[src/rtl/uart_rx_if.sv]
// uart_rx_if: serial input and receive-side result/strobe bundle for uart_rx.
// master = host/line side (drives uart_rxd), slave = the receiver itself.
interface uart_rx_if;
    logic       uart_rxd;
    logic [7:0] uart_rx_data;
    logic       uart_rx_valid;
    logic       uart_rx_busy;
    logic       uart_rx_frame_err;
    logic       uart_rx_parity_err;

    modport master (
        output uart_rxd,
        input  uart_rx_data,
        input  uart_rx_valid,
        input  uart_rx_busy,
        input  uart_rx_frame_err,
        input  uart_rx_parity_err
    );

    modport slave (
        input  uart_rxd,
        output uart_rx_data,
        output uart_rx_valid,
        output uart_rx_busy,
        output uart_rx_frame_err,
        output uart_rx_parity_err
    );
endinterface

[src/rtl/uart_rx.sv]
// uart_rx: 8N1 UART receiver (8E1 when UART_RX_PARITY_EN is defined).
// Deserialises a synchronised copy of uart_rxd LSB first, sampling at bit
// centres, and reports each frame with a single one-cycle strobe: valid,
// frame_err (stop bit low) or parity_err (even parity mismatch).
// Reset is asynchronous and active-high despite the port name reset_n.
//
// state  | meaning
// -------+-----------------------------------------------------------
// IDLE   | line idle, waiting for a 1->0 edge on the synchronised input
// START  | counting to the middle of the start bit to reject glitches
// DATA   | sampling 8 data bits, one per bit period, LSB first
// PARITY | sampling the even parity bit (UART_RX_PARITY_EN only)
// STOP   | sampling the stop bit and issuing the result strobe
module uart_rx #(
    parameter int CLKS_PER_BIT = 16,
    parameter int SYNC_STAGES  = 2
) (
    input  logic     clk,
    input  logic     reset_n,
    uart_rx_if.slave rx_if
);

    localparam int HALF  = CLKS_PER_BIT / 2;
    localparam int CNT_W = $clog2(CLKS_PER_BIT);

    localparam logic [CNT_W-1:0] CNT_HALF_TC = CNT_W'(HALF - 1);
    localparam logic [CNT_W-1:0] CNT_BIT_TC  = CNT_W'(CLKS_PER_BIT - 1);

`ifdef UART_RX_PARITY_EN
    typedef enum logic [2:0] {
        S_IDLE   = 3'd0,
        S_START  = 3'd1,
        S_DATA   = 3'd2,
        S_PARITY = 3'd3,
        S_STOP   = 3'd4
    } state_t;
`else
    typedef enum logic [2:0] {
        S_IDLE   = 3'd0,
        S_START  = 3'd1,
        S_DATA   = 3'd2,
        S_STOP   = 3'd4
    } state_t;
`endif

    logic [SYNC_STAGES-1:0] r_sync;
    logic                   r_prev;
    logic                   w_rxd_s;
    logic                   w_fall;

    state_t                 r_state;
    state_t                 w_next_state;
    logic [CNT_W-1:0]       r_cnt;
    logic [CNT_W-1:0]       w_next_cnt;
    logic [2:0]             r_bit_idx;
    logic [2:0]             w_next_bit_idx;
    logic [7:0]             r_shreg;
    logic [7:0]             w_next_shreg;
    logic [7:0]             r_data;
    logic [7:0]             w_next_data;
    logic                   r_valid;
    logic                   w_next_valid;
    logic                   r_frame_err;
    logic                   w_next_frame_err;
    logic                   w_cnt_bit_tc;
    logic                   w_cnt_half_tc;

`ifdef UART_RX_PARITY_EN
    logic                   r_par_bit;
    logic                   w_next_par_bit;
    logic                   r_parity_err;
    logic                   w_next_parity_err;
    logic                   w_par_bad;
`endif

    assign w_rxd_s       = r_sync[SYNC_STAGES-1];
    assign w_fall        = r_prev & ~w_rxd_s;
    assign w_cnt_bit_tc  = (r_cnt == CNT_BIT_TC);
    assign w_cnt_half_tc = (r_cnt == CNT_HALF_TC);

`ifdef UART_RX_PARITY_EN
    // Even parity: XOR over data and parity bit must come out 0.
    assign w_par_bad = ^{r_par_bit, r_shreg};
`endif

    // Input synchroniser and previous-sample register for edge detection;
    // both reset to the idle-high level so reset never looks like a start edge.
    always_ff @(posedge clk or posedge reset_n) begin
        if (reset_n) begin
            r_sync <= '1;
            r_prev <= 1'b1;
        end else begin
            r_sync <= {r_sync[SYNC_STAGES-2:0], rx_if.uart_rxd};
            r_prev <= w_rxd_s;
        end
    end

    // State, counters, shift register and registered result strobes.
    always_ff @(posedge clk or posedge reset_n) begin
        if (reset_n) begin
            r_state     <= S_IDLE;
            r_cnt       <= '0;
            r_bit_idx   <= '0;
            r_shreg     <= '0;
            r_data      <= '0;
            r_valid     <= 1'b0;
            r_frame_err <= 1'b0;
`ifdef UART_RX_PARITY_EN
            r_par_bit    <= 1'b0;
            r_parity_err <= 1'b0;
`endif
        end else begin
            r_state     <= w_next_state;
            r_cnt       <= w_next_cnt;
            r_bit_idx   <= w_next_bit_idx;
            r_shreg     <= w_next_shreg;
            r_data      <= w_next_data;
            r_valid     <= w_next_valid;
            r_frame_err <= w_next_frame_err;
`ifdef UART_RX_PARITY_EN
            r_par_bit    <= w_next_par_bit;
            r_parity_err <= w_next_parity_err;
`endif
        end
    end

    // Next-state and datapath decode; strobes default low so each lasts one cycle.
    always_comb begin
        w_next_state     = r_state;
        w_next_cnt       = r_cnt;
        w_next_bit_idx   = r_bit_idx;
        w_next_shreg     = r_shreg;
        w_next_data      = r_data;
        w_next_valid     = 1'b0;
        w_next_frame_err = 1'b0;
`ifdef UART_RX_PARITY_EN
        w_next_par_bit    = r_par_bit;
        w_next_parity_err = 1'b0;
`endif

        case (r_state)
            S_IDLE: begin
                // Edge-triggered: a line stuck low after a bad stop bit
                // cannot restart the receiver until it has gone high again.
                if (w_fall) begin
                    w_next_state = S_START;
                    w_next_cnt   = '0;
                end
            end

            S_START: begin
                if (w_cnt_half_tc) begin
                    w_next_cnt = '0;
                    if (!w_rxd_s) begin
                        w_next_state   = S_DATA;
                        w_next_bit_idx = '0;
                    end else begin
                        w_next_state = S_IDLE;
                    end
                end else begin
                    w_next_cnt = r_cnt + 1'b1;
                end
            end

            S_DATA: begin
                if (w_cnt_bit_tc) begin
                    w_next_cnt   = '0;
                    w_next_shreg = {w_rxd_s, r_shreg[7:1]};
                    if (r_bit_idx == 3'd7) begin
`ifdef UART_RX_PARITY_EN
                        w_next_state = S_PARITY;
`else
                        w_next_state = S_STOP;
`endif
                    end else begin
                        w_next_bit_idx = r_bit_idx + 3'd1;
                    end
                end else begin
                    w_next_cnt = r_cnt + 1'b1;
                end
            end

`ifdef UART_RX_PARITY_EN
            S_PARITY: begin
                if (w_cnt_bit_tc) begin
                    w_next_cnt     = '0;
                    w_next_par_bit = w_rxd_s;
                    w_next_state   = S_STOP;
                end else begin
                    w_next_cnt = r_cnt + 1'b1;
                end
            end
`endif

            S_STOP: begin
                // Leave at the stop mid-bit so a start edge half a bit
                // later is already seen from IDLE.
                if (w_cnt_bit_tc) begin
                    w_next_cnt   = '0;
                    w_next_state = S_IDLE;
                    if (!w_rxd_s) begin
                        w_next_frame_err = 1'b1;
`ifdef UART_RX_PARITY_EN
                    end else if (w_par_bad) begin
                        w_next_parity_err = 1'b1;
`endif
                    end else begin
                        w_next_data  = r_shreg;
                        w_next_valid = 1'b1;
                    end
                end else begin
                    w_next_cnt = r_cnt + 1'b1;
                end
            end

            default: begin
                w_next_state = S_IDLE;
                w_next_cnt   = '0;
            end
        endcase
    end

    assign rx_if.uart_rx_data      = r_data;
    assign rx_if.uart_rx_valid     = r_valid;
    assign rx_if.uart_rx_frame_err = r_frame_err;
    assign rx_if.uart_rx_busy      = (r_state != S_IDLE);
`ifdef UART_RX_PARITY_EN
    assign rx_if.uart_rx_parity_err = r_parity_err;
`else
    assign rx_if.uart_rx_parity_err = 1'b0;
`endif

endmodule

[src/flat_wrapper.sv]
// flat-port wrapper written by rule: the top's interface ports become plain ports
module uart_rx_flat 
#(
    parameter int CLKS_PER_BIT = 16,
    parameter int SYNC_STAGES  = 2
)
  (clk, reset_n, rx_if_uart_rxd, rx_if_uart_rx_data, rx_if_uart_rx_valid, rx_if_uart_rx_busy, rx_if_uart_rx_frame_err, rx_if_uart_rx_parity_err);
  uart_rx_if rx_if_i ();
  input  logic clk;
  input  logic reset_n;
  input wire logic [$bits(rx_if_i.uart_rxd)-1:0] rx_if_uart_rxd;
  output wire logic [$bits(rx_if_i.uart_rx_data)-1:0] rx_if_uart_rx_data;
  output wire logic [$bits(rx_if_i.uart_rx_valid)-1:0] rx_if_uart_rx_valid;
  output wire logic [$bits(rx_if_i.uart_rx_busy)-1:0] rx_if_uart_rx_busy;
  output wire logic [$bits(rx_if_i.uart_rx_frame_err)-1:0] rx_if_uart_rx_frame_err;
  output wire logic [$bits(rx_if_i.uart_rx_parity_err)-1:0] rx_if_uart_rx_parity_err;
  assign rx_if_i.uart_rxd = rx_if_uart_rxd;
  assign rx_if_uart_rx_data = rx_if_i.uart_rx_data;
  assign rx_if_uart_rx_valid = rx_if_i.uart_rx_valid;
  assign rx_if_uart_rx_busy = rx_if_i.uart_rx_busy;
  assign rx_if_uart_rx_frame_err = rx_if_i.uart_rx_frame_err;
  assign rx_if_uart_rx_parity_err = rx_if_i.uart_rx_parity_err;
  uart_rx #(.CLKS_PER_BIT(CLKS_PER_BIT), .SYNC_STAGES(SYNC_STAGES)) u_core (.clk(clk), .reset_n(reset_n), .rx_if(rx_if_i));
endmodule
[config.mk]
export PLATFORM = sky130hd
export DESIGN_NAME = uart_rx_flat
export DESIGN_NICKNAME = d
export VERILOG_FILES = /design/src/rtl/uart_rx_if.sv /design/src/rtl/uart_rx.sv /design/src/flat_wrapper.sv
export SDC_FILE = /design/constraint.sdc
export NUM_CORES = 1
export LEC_CHECK = 0
export ABC_AREA = 1
export CAP_MARGIN = 25
export CORE_MARGIN = 5
export CORE_UTILIZATION = 55
export DETAILED_ROUTE_END_ITERATION = 7
export PLACE_DENSITY = 0.78
export SETUP_SLACK_MARGIN = 0.02
export SLEW_MARGIN = 10
export SYNTH_ARGS = -nofsm -noshare
export SYNTH_HDL_FRONTEND = slang
export SYNTH_SLANG_ARGS = --single-unit
[constraint.sdc]
create_clock -name clk -period 1.6 [get_ports clk]
set_input_delay 0.24 -clock clk [delete_from_list [all_inputs] [get_ports clk]]
set_output_delay 0.24 -clock clk [all_outputs]
set_load 0.02 [all_outputs]
## Word-level counts from Yosys, hierarchy flattened

Index checks and enable logic that the tools add are counted.

- Flip-flop bits (word level): 31
- Bits of input ports: 3
- Logic and storage cells: 56
- Output and inout port bits: 12

- Mux-type cells: 22
- Eq/ne operators: 13
- Reduce and logical (&&, ||, !) cells: 8
- Bitwise operators: 2
- Add/subtract/negate cells: 2

Operators with widths:

| kind | number |
|---|---|
| $mux 3 | 9 |
| $mux 4 | 3 |
| $pmux 3 s4 | 1 |
| $pmux 4 s3 | 1 |
| $ne 2x1->1 const B | 5 |
| $reduce_and 5->1 | 2 |
| $eq 3x3->1 const B | 2 |
| $mux 1 | 6 |
| $pmux 3 s2 | 1 |
| $add 4x1->4 const B | 1 |
| $eq 4x3->1 const B | 1 |
| $eq 4x4->1 const B | 1 |
| $ne 2x2->1 const B | 2 |
| $add 3x1->3 const B | 1 |
| $eq 3x1->1 const B | 1 |
| $eq 3x2->1 const B | 1 |
| $logic_not 3->1 | 1 |
| $reduce_and 3->1 | 1 |
| $reduce_bool 3->1 | 1 |
| $mux 2 | 1 |
| $reduce_and 2->1 | 1 |
| $reduce_bool 2->1 | 1 |
| $reduce_or 2->1 | 1 |
| $and 1x1->1 | 1 |
| $not 1->1 | 1 |

## Longest topological paths before layout

Gate-level depths: netlist of run 1.

- Depth after elaboration: 4
- Mapped depth: 8
- Mapped depth without buffers: 8

## Worst setup path after synthesis of run 1

Ideal clock, no wire load.

- Path kind: reg2reg
- Start: reg u_core.r_cnt[0]
- End: reg u_core.r_data[7] (netlist: u_core.rx_if.uart_rx_data[7])
- Path buffers: 1
- Stages on the path, launching flop included: 8
- Data arrival time: 1.267 ns
- Path slack: 0.259 ns
- Library setup time: 0.074 ns
- Clock period less this slack: 1.341 ns
- Required time: 1.526 ns
- Cell sequence: dfrtp_1 ha_1 nand3_4 clkinv_1 nand3_4 buf_6 nand2_2 o21ai_2

- Longest elaborated chain between the ends: 2

RTL lines:

| what | RTL line | source |
|---|---|---|
| from (decl) | uart_rx.sv:53 | `logic [CNT_W-1:0] r_cnt;` |
| from (signal assigned) | uart_rx.sv:114 | `r_cnt <= w_next_cnt;` |
| $eq 4x4->1 | uart_rx.sv:78 | `assign w_cnt_bit_tc = (r_cnt == CNT_BIT_TC);` |
| $reduce_and 3->1 (no source line) | - |  |
| to (signal assigned) | uart_rx.sv:117 | `r_data <= w_next_data;` |
| to (decl) | uart_rx.sv:59 | `logic [7:0] r_data;` |

No other way between the ends.
A chain may end at the register's enable or synchronous reset.

## Worst setup path after layout of run 1

- Start: reg u_core.r_data[6] (netlist: u_core.rx_if.uart_rx_data[6])
- End: out rx_if_uart_rx_data[6]

RTL lines:

| what | RTL line | source |
|---|---|---|
| to (decl) | flat_wrapper.sv:12 | `output wire logic [$bits(rx_if_i.uart_rx_data)-1:0] rx_if_uart_rx_data;` |

No word-level cell between the ends.

==> results.py, run 1 <==
metrics = {
    "detailed_routing": {
        "drt_pre_antenna_iters": 4,
        "vias": 1099,
        "antenna_violating_nets_post_route": 0,
        "route.detailed.wl_per_inst_um": 12.9,
        "post_drt_via_cell_ratio": 5.33,
        "post_detailed_route_drc_marker_count": 0,
        "detailedRoute.firstIterationViolations": 48,
        "totalWireLength_mm": 2.66,
    },
    "power_and_ir_drop": {
        "vdd.ir_drop.worst_mv": 0.884,
        "power.combinational.fraction_pct": 33.9,
        "p_sw_mw": 0.859,
        "sw_frac_of_total_pct": 39.2,
        "internal_power_mw": 1.33,
        "power.static_leakage_nw": 0.917,
        "power_frac_clock_pct": 20.5,
        "seq_power_share_pct": 45.6,
        "power-per-cell-area_nw_per_um2": 1290,
        "power.total_mw": 2.19,
    },
    "placement": {
        "place.gp.congestion": 0.900,
        "numPortBuffers": 13,
        "dp_hpwl_mm": 1.99,
        "numPlacedInstances": 199,
    },
    "floorplanning": {
        "floorplan.die.width_um": 61.5,
        "die_area_um2": 3790,
        "chipHeight_um": 61.5,
        "core_um2": 2500,
        "initial_core_util_pct": 58.5,
        "io_pins": 15,
        "core.rowCount": 18,
    },
    "sta": {
        "sum_neg_setup_slack_ns": 0,
        "final_hold_viol_count": 0,
        "final_worst_path_period_need_ns": 1.52,
        "achievable-frequency_mhz": 656,
        "layout_worst_path_cycle_share_pct": 95.3,
        "report.final.slew_viol_count": 0,
        "finalClockSkew_ns": 0.0103,
        "setup_viol": 0,
        "unrepaired_setup_endpoints_after_global_routing": "yes",
    },
    "layout": {
        "syn2layout_area_growth_pct": 15.8,
        "finalNetCount": 182,
        "final_layout_size_suffix_gt1_share_pct": 22.2,
        "num_antenna_cells": 0,
        "layoutNonFillerInstCount": 206,
    },
    "setup_path": {
        "timing.setup.critical_path_class": "register to output pin",
        "worstPathMaxFanout": 2,
        "timing.critical_path.max_delay_family": "buffers and inverters",
        "worst-endpoint-arrival_ns": 1.28,
        "cp.buffers_inverters": 1,
        "critical_path.reg2reg.startpoint": "u_core.r_cnt[0]$_DFFE_PP0P_",
        "max_stage_delay_ns": 0.61,
        "critPathSlowestCell": "sky130_fd_sc_hd__clkdlybuf4s50_1",
        "setup.worst_path.start_class": "register",
        "worstSetupEndpointType": "output pin",
        "timing.critical_path.from": "u_core.rx_if.uart_rx_data[6]$_DFFE_PP0P_",
        "cp_data_required_time_ns": 1.36,
        "timing.reg2reg.setup_slack_ns": 0.13,
        "rr_endpoint": "u_core.r_state[2]$_DFFE_PP0P_",
        "crit_path_cell_chain": "clkdlybuf4s50_1",
        "path_depth": 1,
        "endpoint": "rx_if_uart_rx_data[6]",
        "number_of_cells_on_the_worst_reg_to_reg_path": 7,
    },
    "synth": {
        "synth.avg_cell_area_um2": 9.31,
        "synth.lib_cells_used.distinct": 25,
        "mapped_cells": 157,
        "synthesis.nets": 163,
        "yosys_warnings": 0,
        "mappedNetlistArea_um2": 1460,
        "register_area_share_after_synthesis_pct": 53.3,
        "synth_seq_cells": 31,
    },
    "global_routing": {
        "first_global_vias": 1150,
        "overflow": 0,
        "grt_first_pass_wirelength_mm": 4.80,
        "grt_max_degree": 32,
        "grt_antenna_before_repair": 0,
        "track_usage_pct": 17.1,
    },
    "clock_tree": {
        "clock-root-buffer": "sky130_fd_sc_hd__clkbuf_4",
        "post_cts.repair.setup_buffers": 0,
        "cts_tree": "done",
        "number_of_buffers_on_the_longest_clock_path": 2,
        "clk_latency_ns": 0.32,
        "cts_buffers": 5,
        "clk_transition_reported_paths_ns": 0.09,
        "cts_hold_buffers": 0,
        "htreeDepth": 2,
        "cts.sinks": 31,
    },
    "run_status": {
        "result_of_the_run": "finished clean",
    },
    "flow_run": {
        "drv_cap": 0,
    },
    "hold_path": {
        "holdCritPathClass": "input pin to asynchronous set/reset pin",
    },
}
==> registers in the layout, summed over array words and instances, names as in the netlist <==
name	count
u_core.rx_if.uart_rx_data	8
u_core.r_shreg	8
u_core.rx_if.uart_rx_valid	1
u_core.rx_if.uart_rx_frame_err	1
u_core.r_state	3
u_core.r_bit_idx	3
u_core.r_sync	2
u_core.r_cnt	4
u_core.r_prev	1
==> what timing repair did <==
| action | CTS | global route |
|---|---|---|
| endpoints found under the setup margin | 1 | 25 |
| resized for setup | 3 | 9 |
| pin swaps | 0 | 1 |
==> layout by cell type (no fill, tap or decap), types with 2 or more instances in the layout <==
cell,instances
sky130_fd_sc_hd__nand2_1,37
sky130_fd_sc_hd__dfrtp_1,27
sky130_fd_sc_hd__inv_1,20
sky130_fd_sc_hd__nand3_1,11
sky130_fd_sc_hd__o21ai_2,9
sky130_fd_sc_hd__o21ai_1,8
sky130_fd_sc_hd__nor2_1,7
sky130_fd_sc_hd__clkdlybuf4s50_1,6
sky130_fd_sc_hd__dlymetal6s2s_1,6
sky130_fd_sc_hd__clkbuf_4,5
sky130_fd_sc_hd__o21ai_0,4
sky130_fd_sc_hd__inv_2,3
sky130_fd_sc_hd__nand2_2,3
sky130_fd_sc_hd__dfstp_2,3
sky130_fd_sc_hd__nor2_4,2
sky130_fd_sc_hd__nand3_2,2
sky130_fd_sc_hd__nand3_4,2
sky130_fd_sc_hd__nor2_2,2
sky130_fd_sc_hd__a21oi_1,2
sky130_fd_sc_hd__nand4_1,2
sky130_fd_sc_hd__ha_1,2
sky130_fd_sc_hd__buf_4,2
==> layout make-up <==
type | count | area [um^2]
inverter | 24 | 90.1
clock buffer | 6 | 51.3
fill | 199 | 808
sequential | 31 | 781
clock inverter | 1 | 5.00
timing repair buffer | 15 | 155
tap | 30 | 37.5
multi-input combinational | 99 | 572
==> worst min path at each step <==
| stage | from | cells past startpoint | endpoint | slack [ns] |
|---|---|---|---|---|
| after detailed placement | u_core.r_sync[0]$_DFF_PP1_ | 0 | u_core.r_sync[1]$_DFF_PP1_ | 0.35 |
| after global placement | u_core.r_sync[0]$_DFF_PP1_ | 0 | u_core.r_sync[1]$_DFF_PP1_ | 0.35 |
| final | reset_n | 3 | u_core.rx_if.uart_rx_data[0]$_DFFE_PP0P_ | 0.28 |
| after global routing | rx_if_uart_rxd | 1 | u_core.r_sync[0]$_DFF_PP1_ | 0.29 |
| after CTS | reset_n | 3 | u_core.rx_if.uart_rx_data[4]$_DFFE_PP0P_ | 0.29 |
| after floorplan | rx_if_uart_rxd | 0 | u_core.r_sync[0]$_DFF_PP1_ | 0.24 |
==> synth_stat cells, drive strengths merged <==
master / count / share of area (%)
xor2: 1 / 0.60
clkinv: 1 / 0.26
nand4: 2 / 0.86
nand2: 40 / 11
nand3: 15 / 7.5
inv: 23 / 5.9
conb: 1 / 0.26
dfrtp: 28 / 48
ha: 3 / 2.6
o21bai: 1 / 0.51
buf: 3 / 2.1
a21oi: 2 / 0.68
nor3: 1 / 0.34
nor2: 11 / 4.2
dfstp: 3 / 5.4
o21ai: 22 / 10
==> cell families after synthesis <==
kind of cell / count (synthesis) / share of synthesized area (%)
flip-flops: 31 / 53.3
XOR/XNOR: 1 / 0.599
AND/OR/NAND/NOR: 69 / 23.7
AO/OA/AOI/OAI: 25 / 11.3
buffers and inverters: 27 / 8.22
adder cells (fa/ha/maj): 3 / 2.57
other: 1 / 0.257
==> routing by layer <==
metal	track usage, %	up-vias	part of all wire (%)
met3	6.29	2	4.9
met2	28.4	27	52
li1	-	535	-
met4	5.45	0	0.79
met5	0	-	0
met1	20.6	535	43
==> per-stage QoR <==
step | area [um^2] | hold WS, ns | setup slack [ns] | util (%)
after CTS | 1670 | 0.290 | 0.0269 | 66.9
after global routing | 1690 | 0.292 | 0.0109 | 67.7
after detailed placement | 1610 | 0.353 | 0.110 | 64.6
final | 1690 | 0.285 | 0.0759 | 67.7
after floorplan | 1460 | 0.244 | 0.259 | -
after global placement | 1610 | 0.346 | 0.159 | 64.6
==> power groups by stage <==
stage / sequential (mW) / clock (mW) / combinational, mW
2_1_floorplan: 0.996 / 0 / 0.551
3_3_place_gp: 1.00 / 0 / 0.699
3_5_place_dp: 1.01 / 0 / 0.745
4_1_cts: 0.996 / 0.469 / 0.740
5_1_grt: 1.01 / 0.499 / 0.836
6_report: 0.999 / 0.448 / 0.742
No activity file was read; power rests on OpenSTA's default activity.
==> run 2, diff against run 1 <==
--- a/config.mk
+++ b/config.mk
@@ -7,8 +7,7 @@
 export LEC_CHECK = 0
-export ABC_AREA = 1
 export CAP_MARGIN = 25
 export CORE_MARGIN = 5
-export CORE_UTILIZATION = 55
+export CORE_UTILIZATION = 54
 export DETAILED_ROUTE_END_ITERATION = 7
-export PLACE_DENSITY = 0.78
+export PLACE_DENSITY = 0.77
 export SETUP_SLACK_MARGIN = 0.02
==> constraint.sdc (replaced) <==
create_clock -name clk -period 1.6 [get_ports clk]
set_input_delay 0.32 -clock clk [delete_from_list [all_inputs] [get_ports clk]]
set_output_delay 0.32 -clock clk [all_outputs]
set_load 0.02 [all_outputs]
==> run 2 against run 1 <==
Compared with the run above: the run now ends with setup timing left; global-route usage is 1.8 points higher; synthesized area is 7.7% lower; worst setup slack worse by 0.23 ns; critical path type is now register to register; critical endpoint is now u_core.r_bit_idx[1]$_DFFE_PP0P_; largest power group is now combinational cells.
==> results.py, run 2 <==
metrics = {
    "synth": {
        "synth.avg_cell_area_um2": 12.5,
        "post-synth-top-area-fraction_pct": 51.9,
        "yosysTopAreaCell": "sky130_fd_sc_hd__dfrtp_1",
        "mappedNetlistArea_um2": 1350,
        "yosysMostFrequentCell": "sky130_fd_sc_hd__dfrtp_1",
        "synth_top_flop_cell": "sky130_fd_sc_hd__dfrtp_1",
        "post_synth_most_frequent_cells": "sky130_fd_sc_hd__dfrtp_1 (28), sky130_fd_sc_hd__mux2_2 (16), sky130_fd_sc_hd__nand2_1 (5), sky130_fd_sc_hd__nor2_1 (5)",
        "synth.lib_cells_used.distinct": 34,
        "yosys_warnings": 0,
        "synth_edf_count": 0,
        "mapped_cells": 108,
        "synthesis.nets": 114,
        "register_area_share_after_synthesis_pct": 57.8,
        "ys_top_cells_by_area": "sky130_fd_sc_hd__dfrtp_1 (52%), sky130_fd_sc_hd__mux2_2 (13%), sky130_fd_sc_hd__dfstp_2 (5.8%)",
        "synth_seq_cells": 31,
        "synth_async_sr_flop_share_pct": 100,
    },
    "setup_path": {
        "timing.setup.critical_path_class": "register to register",
        "setup.worst_path.start_class": "register",
        "worstPathMaxFanout": 4,
        "cp_data_required_time_ns": 1.82,
        "worst-endpoint-arrival_ns": 1.98,
        "worstSetupEndpointType": "register",
    },
    "global_routing": {
        "grt_first_pass_wirelength_mm": 4.89,
        "overflow": 0,
        "track_usage_pct": 18.9,
        "grt_max_degree": 32,
        "grt_antenna_before_repair": 0,
        "first_global_vias": 1022,
    },
    "layout": {
        "finalNetCount": 163,
        "num_antenna_cells": 0,
        "layout.cell_area.non_filler_um2": 1940,
        "syn2layout_area_growth_pct": 44.1,
        "postLayoutCoreUtil_pct": 79.9,
        "final_layout_size_suffix_gt1_share_pct": 50.6,
        "layoutNonFillerInstCount": 188,
        "final.fill_count": 147,
        "layout.cells.most_common": "sky130_fd_sc_hd__buf_4",
        "highest_count_cells_in_the_layout_ignoring_fill_and_taps": "sky130_fd_sc_hd__buf_4 (28), sky130_fd_sc_hd__dfrtp_1 (26), sky130_fd_sc_hd__mux2_2 (13)",
    },
    "clock_tree": {
        "clk_transition_reported_paths_ns": 0.11,
        "cts_buffers": 5,
        "htreeDepth": 2,
        "cts.sinks": 31,
        "cts_tree": "done",
        "cts_hold_buffers": 0,
        "number_of_buffers_on_the_longest_clock_path": 2,
        "clk_latency_ns": 0.34,
        "clock-root-buffer": "sky130_fd_sc_hd__clkbuf_4",
    },
    "sta": {
        "worst_slack_ns": -0.156,
        "achievable-frequency_mhz": 569,
        "layout_worst_path_cycle_share_pct": 110,
        "report.final.slew_viol_count": 0,
        "final_hold_viol_count": 0,
        "finalClockSkew_ns": 0.0155,
        "setup_viol": 20,
        "unrepaired_setup_endpoints_after_global_routing": "yes",
        "final_worst_path_period_need_ns": 1.76,
    },
    "power_and_ir_drop": {
        "power.static_leakage_nw": 1.00,
        "vdd.ir_drop.worst_mv": 1.42,
        "power-per-cell-area_nw_per_um2": 1310,
    },
    "floorplanning": {
        "die_area_um2": 3600,
        "io_pins": 15,
        "core.rowCount": 18,
        "floorplan.die.width_um": 60.0,
        "chipHeight_um": 60.0,
        "initial_core_util_pct": 55.5,
        "core_um2": 2430,
    },
    "detailed_routing": {
        "post_detailed_route_drc_marker_count": 0,
        "totalWireLength_mm": 3.34,
        "antenna_violating_nets_post_route": 0,
        "route.detailed.wl_per_inst_um": 17.8,
        "post_drt_via_cell_ratio": 5.47,
        "vias": 1028,
        "drt_pre_antenna_iters": 4,
        "detailedRoute.firstIterationViolations": 38,
    },
    "placement": {
        "post_place_instance_area_um2": 1710,
        "dp_hpwl_mm": 1.88,
        "numPortBuffers": 13,
        "place.gp.congestion": 0.858,
        "numPlacedInstances": 170,
    },
    "run_status": {
        "failed_checks": "setup timing",
        "result_of_the_run": "finished, violations left",
    },
    "flow_run": {
        "drv_cap": 0,
    },
    "hold_path": {
        "holdCritPathClass": "input pin to asynchronous set/reset pin",
    },
}
[run 2: changes by cell type after synthesis, sizes merged, moves of 4 or more]
cell | previous run | this run
nor3 | 1 | 5
mux2 | 0 | 18
nand3 | 15 | 2
inv | 23 | 4
nor2 | 11 | 5
nand2 | 40 | 7
o21ai | 22 | 5
[run 2: worst max-delay path, stage by stage (launching register included)]
cell and delay (ns):
sky130_fd_sc_hd__dfrtp_1 0.39, sky130_fd_sc_hd__ha_2 0.20, sky130_fd_sc_hd__nand2_2 0.09, sky130_fd_sc_hd__or4_4 0.46
sky130_fd_sc_hd__a21oi_4 0.19, sky130_fd_sc_hd__mux2_4 0.31
[run 2: final cells by class]
class	instances	area, um^2	share of cell area [%]
Clock inverter	2	35.0	1.80
Inverter	4	15.0	0.773
Clock buffer	6	51.3	2.64
Tap cell	30	37.5	1.93
Timing Repair Buffer	46	388	20.0
Multi-Input combinational cell	69	634	32.6
Sequential cell	31	782	40.2
[run 2: power breakdown]
group,internal [mW],switching (mW),leakage (nW)
combinational,0.529,0.456,0.540
sequential,0.861,0.0537,0.412
clock,0.369,0.284,0.0482
total,1.76,0.794,1.00
[run 2: cell families (layout without fill, tap and decap cells)]
family / after synthesis / in the layout / share of synthesized area [%]
DFF: 31 / 31 / 57.8
and+or+nand+nor: 29 / 30 / 12.1
muxes: 18 / 18 / 15.0
AOI/OAI and AO/OA: 14 / 14 / 7.05
buffers and inverters: 9 / 58 / 3.06
adders and majority gates: 3 / 3 / 2.78
xor gates and xnor gates: 3 / 3 / 1.95
other: 1 / 1 / 0.278
[run 2: final timing paths]
kind,from,to,slack (ns),cells past startpoint
min,reset_n,u_core.r_shreg[7]$_DFFE_PP0P_,0.32,3
max in group asynchronous,reset_n,u_core.r_sync[1]$_DFF_PP1_,1.04,3
min in group clk,u_core.r_sync[0]$_DFF_PP1_,u_core.r_sync[1]$_DFF_PP1_,0.37,0
min reg2reg,u_core.r_sync[0]$_DFF_PP1_,u_core.r_sync[1]$_DFF_PP1_,0.37,0
max,u_core.r_cnt[0]$_DFFE_PP0P_,u_core.r_bit_idx[1]$_DFFE_PP0P_,-0.16,5
max reg2reg,u_core.r_cnt[0]$_DFFE_PP0P_,u_core.r_bit_idx[1]$_DFFE_PP0P_,-0.16,5
[run 2: per-layer routing]
metal	global-route usage, %	wire (um)	share of wire (%)
met2	31.2	1640	49
met4	5.70	115	3.4
met3	5.83	147	4.4
met1	23.8	1440	43
met5	0	0	0
[run 2: through the flow]
step,worst slack [ns],hold slack [ns],TNS [ns],power (mW)
floorplan,-0.113,0.324,-0.266,1.34
global placement,-0.0861,0.348,-0.217,1.58
CTS,-0.123,0.333,-0.319,2.38
finish,-0.156,0.320,-1.13,2.55
global route,-0.221,0.342,-2.14,2.67
detailed placement,-0.139,0.351,-0.897,1.61
[run 2: repair_timing]
| action | 4_1_cts | 5_1_grt |
|---|---|---|
| pin swaps | 4 | 6 |
| gates resized for setup | 30 | 8 |
| endpoints found under the setup margin | 28 | 25 |
| cloned | 1 | 0 |
| setup buffers | 6 | 3 |
==> edit 1 (config.mk and constraints of run 1) <==
`r_shreg` and `r_data` no longer have a reset.
--- a/src/rtl/uart_rx.sv
+++ b/src/rtl/uart_rx.sv
@@ -103,4 +103,2 @@
             r_bit_idx   <= '0;
-            r_shreg     <= '0;
-            r_data      <= '0;
             r_valid     <= 1'b0;
@@ -115,4 +113,2 @@
             r_bit_idx   <= w_next_bit_idx;
-            r_shreg     <= w_next_shreg;
-            r_data      <= w_next_data;
             r_valid     <= w_next_valid;
@@ -124,2 +120,7 @@
         end
+    end
+
+    always_ff @(posedge clk) begin
+        r_shreg <= w_next_shreg;
+        r_data  <= w_next_data;
     end
Check against the original RTL: no difference found for any inputs over 10 cycles, from zero or initial values and one cycle with reset_n high; that may be too few to reach the edited logic, so the function may still have changed.
==> edit 1 against run 1 <==
- setup slack better by 0.0046 ns
- cell count down 21%
- routed wire length down 25%
- sequential share of layout area up 11 points
- utilization up 1.5 points
- clock skew down 0.0016 ns
- die area down 12%
- design area down 10%
- sequential cell count unchanged
- synthesized area down 14%
- combinational power down 6.6%
- count of clock-buffer cells in the layout down 1
- power down 2.1%
- critical path type unchanged
- largest cell class unchanged
- highest routed layer unchanged
==> edit 1: results (changes against run 1) <==
Power and ir drop
  • Logic pwr share: 0.324 (-0.015)
  • Pint: 1.34 mW (+0.87%)
  • Max VDD drop: 0.000896 V (+1.4%)
  • Leakage: 0.660 nW (-28%)

Yosys
  • Post-synth ARST share: 0.484 (-0.516)
  • Post-Synth XOR/XNOR Area: 0.00694 (+0.000951)
  • Complex-gate fraction of the synthesized area: 0.0337 (-0.0793)
  • Unique masters post-synth: 22 (-12%)
  • Post-synthesis adder-cell area fraction: 0.0298 (+0.00408)
  • Seq/Total Area, Yosys: 0.682 (+0.148)
  • Commonest cells in the netlist: nand2_1, edfxtp_1, dfrtp_1

Setup path
  • Worst Setup EP: rx_if_uart_rx_data[5]
  • Worst setup path startpoint: u_core.rx_if.uart_rx_data[5]$_DFFE_PP_
  • Max FO, Critical Path: 1 (-1)
  • Worst reg-to-reg path cell count: 4 (-3)

Global route
  • GRT Overall Usage: 0.143 (-0.0284)
  • First-pass GRT wire length: 3.44 mm (-28%)

Finish
  • Non-filler instance count after layout: 162 (-21%)
  • Layout cells sized above 1: 0.231 (+0.00975)
  • Nets@finish: 139 (-24%)

Clocking
  • Setup Buffers After CTS: 2 (+2)
  • Cts repair resizes: 1 (-2)

Outcome
  • Status: completed

Detailed routing
  • Detailed-route via count: 808 (-26%)

Placement
  • GP Congestion: 0.786 (-13%)
==> edit 1: logic make-up (layout without fill, tap and decap cells) <==
group                      after synthesis  after routing
buffers and inverters                   14             38
DFF                                     31             31
xor gates and xnor gates                 1              1
other                                    1              1
adders and majority gates                3              3
AOI/OAI and AO/OA                        8              8
and+or+nand+nor                         52             52
==> edit 1: area by class of cell <==
cell class,instances,area [um2],share of cell area
Tap cell,28,35.0,0.0231
Clock inverter,3,20.0,0.0132
Inverter,13,48.8,0.0322
Timing Repair Buffer,17,163,0.107
Clock buffer,5,37.5,0.0248
Multi-Input combinational cell,65,353,0.233
Sequential cell,31,860,0.567
==> edit 1: layer usage <==
metal	global-route usage	vias up	part of all wire
met2	0.235	19	0.50
li1	-	407	-
met1	0.153	375	0.41
met3	0.0535	7	0.062
met4	0.0894	0	0.029
met5	0	-	0
==> edit 2 (settings of run 1) <==
Without the edit above. `SYNC_STAGES` is set to 2 in 2 places; all go to 4.
--- a/src/rtl/uart_rx.sv
+++ b/src/rtl/uart_rx.sv
@@ -15,3 +15,3 @@
     parameter int CLKS_PER_BIT = 16,
-    parameter int SYNC_STAGES  = 2
+    parameter int SYNC_STAGES  = 4
 ) (
--- a/src/flat_wrapper.sv
+++ b/src/flat_wrapper.sv
@@ -4,3 +4,3 @@
     parameter int CLKS_PER_BIT = 16,
-    parameter int SYNC_STAGES  = 2
+    parameter int SYNC_STAGES  = 4
 )
Check against the original RTL: not equivalent (a bounded check fails within 4 cycles, from zero or initial values and one cycle with reset_n high).
==> edit 2 against run 1 <==
- power rose by 3.5%
- setup slack improved by 0.019 ns
- first-iteration DRC count fell by 6.3%
- global-route usage fell by 1.6 points
- design area rose by 3.4%
- sequential cell count rose by 2
- synthesized area rose by 3.4%
- routed wire length rose by 0.15%
==> edit 2: results (changes against run 1) <==
Placement
  • GP Congestion: 0.814 (-9.5%)
  • Dpl hpwl: 1.97 mm (-0.94%)
  • Setup WS pre-CTS: 0.100 ns (-0.0104 ns)
  • Placed Cells incl. Taps: 202 (+1.5%)
  • DP Area: 1670 um2 (+3.6%)

Finish
  • Nets@finish: 185 (+1.6%)
  • Layout area overhead: 15.7% (about the same)
  • Non-filler instance count after layout: 211 (+2.4%)
  • Layout cells sized above 1: 0.233 (+0.0117)

STA
  • Worst clock skew: 0.00385 ns (-0.00641 ns)
  • Peak Freq: 664 MHz (+1.3%)
  • Final hold slack: 0.148 ns (-0.137 ns)

Setup path
  • FF-to-FF setup slack: 0.16 ns (+0.03 ns)
  • R2R Path End: u_core.r_bit_idx[1]$_DFFE_PP0P_
  • Worst Setup EP: rx_if_uart_rx_frame_err
  • Worst reg-to-reg path cell count: 6 (-1)
  • Worst setup path startpoint: u_core.rx_if.uart_rx_frame_err$_DFF_PP0_
  • CP arrival: 1.26 ns (-0.02 ns)
  • Max FO, Critical Path: 1 (-1)

Yosys
  • Unique masters post-synth: 27 (+8.0%)
  • Syn Nets: 164 (+0.61%)
  • Commonest cells in the netlist: nand2_1, dfrtp_1, inv_1
  • Dominant cells by area after synthesis: dfrtp_1, nand2_1, dfstp_2

Detailed routing
  • DR iter-0 viols: 45 (-6.3%)
  • Routed len/inst: 12.6 um (-2.2%)

Global route
  • Pin count of the biggest net entering global routing: 18 (-44%)
  • Grt met3 use: 0.0683 (+0.00545)
  • GR Util met2: 0.258 (-0.0262)

Power and ir drop
  • Max VDD drop: 0.000938 V (+6.1%)
  • Net Sw Power: 900 uW (+4.9%)

Outcome
  • Status: completed
==> edit 2: final cells by class <==
type                    count  area share
clock buffers               6      0.0236
clock inverters             2     0.00572
inverters                  24      0.0515
multi-input cells          98       0.323
flip-flops and latches     33       0.476
well taps                  31      0.0222
repair buffers             17      0.0980
==> edit 2: layer usage <==
layer	vias up	routed length [um]
met2	14	1320
met4	0	56
li1	538	-
met1	501	1180
met3	5	114
met5	-	0
==> edit 2: repair_timing <==
action | in CTS | in global routing
endpoints found under the hold margin | 0 | 0
endpoints found under the setup margin | 6 | 17
gates resized for setup | 7 | 7
buffers inserted | 0 | 1
pin swaps | 0 | 1
==> edit 2: logic make-up (layout without fill, tap and decap cells) <==
logic type	after synthesis	after routing	synth area share
AND/OR/NAND/NOR	69	69	0.228
flip-flops	33	33	0.550
buffers and inverters	27	49	0.0795
AO/OA/AOI/OAI	23	23	0.103
adder cells (fa/ha/maj)	3	3	0.0248
XOR/XNOR	2	2	0.0116
other	1	1	0.00248
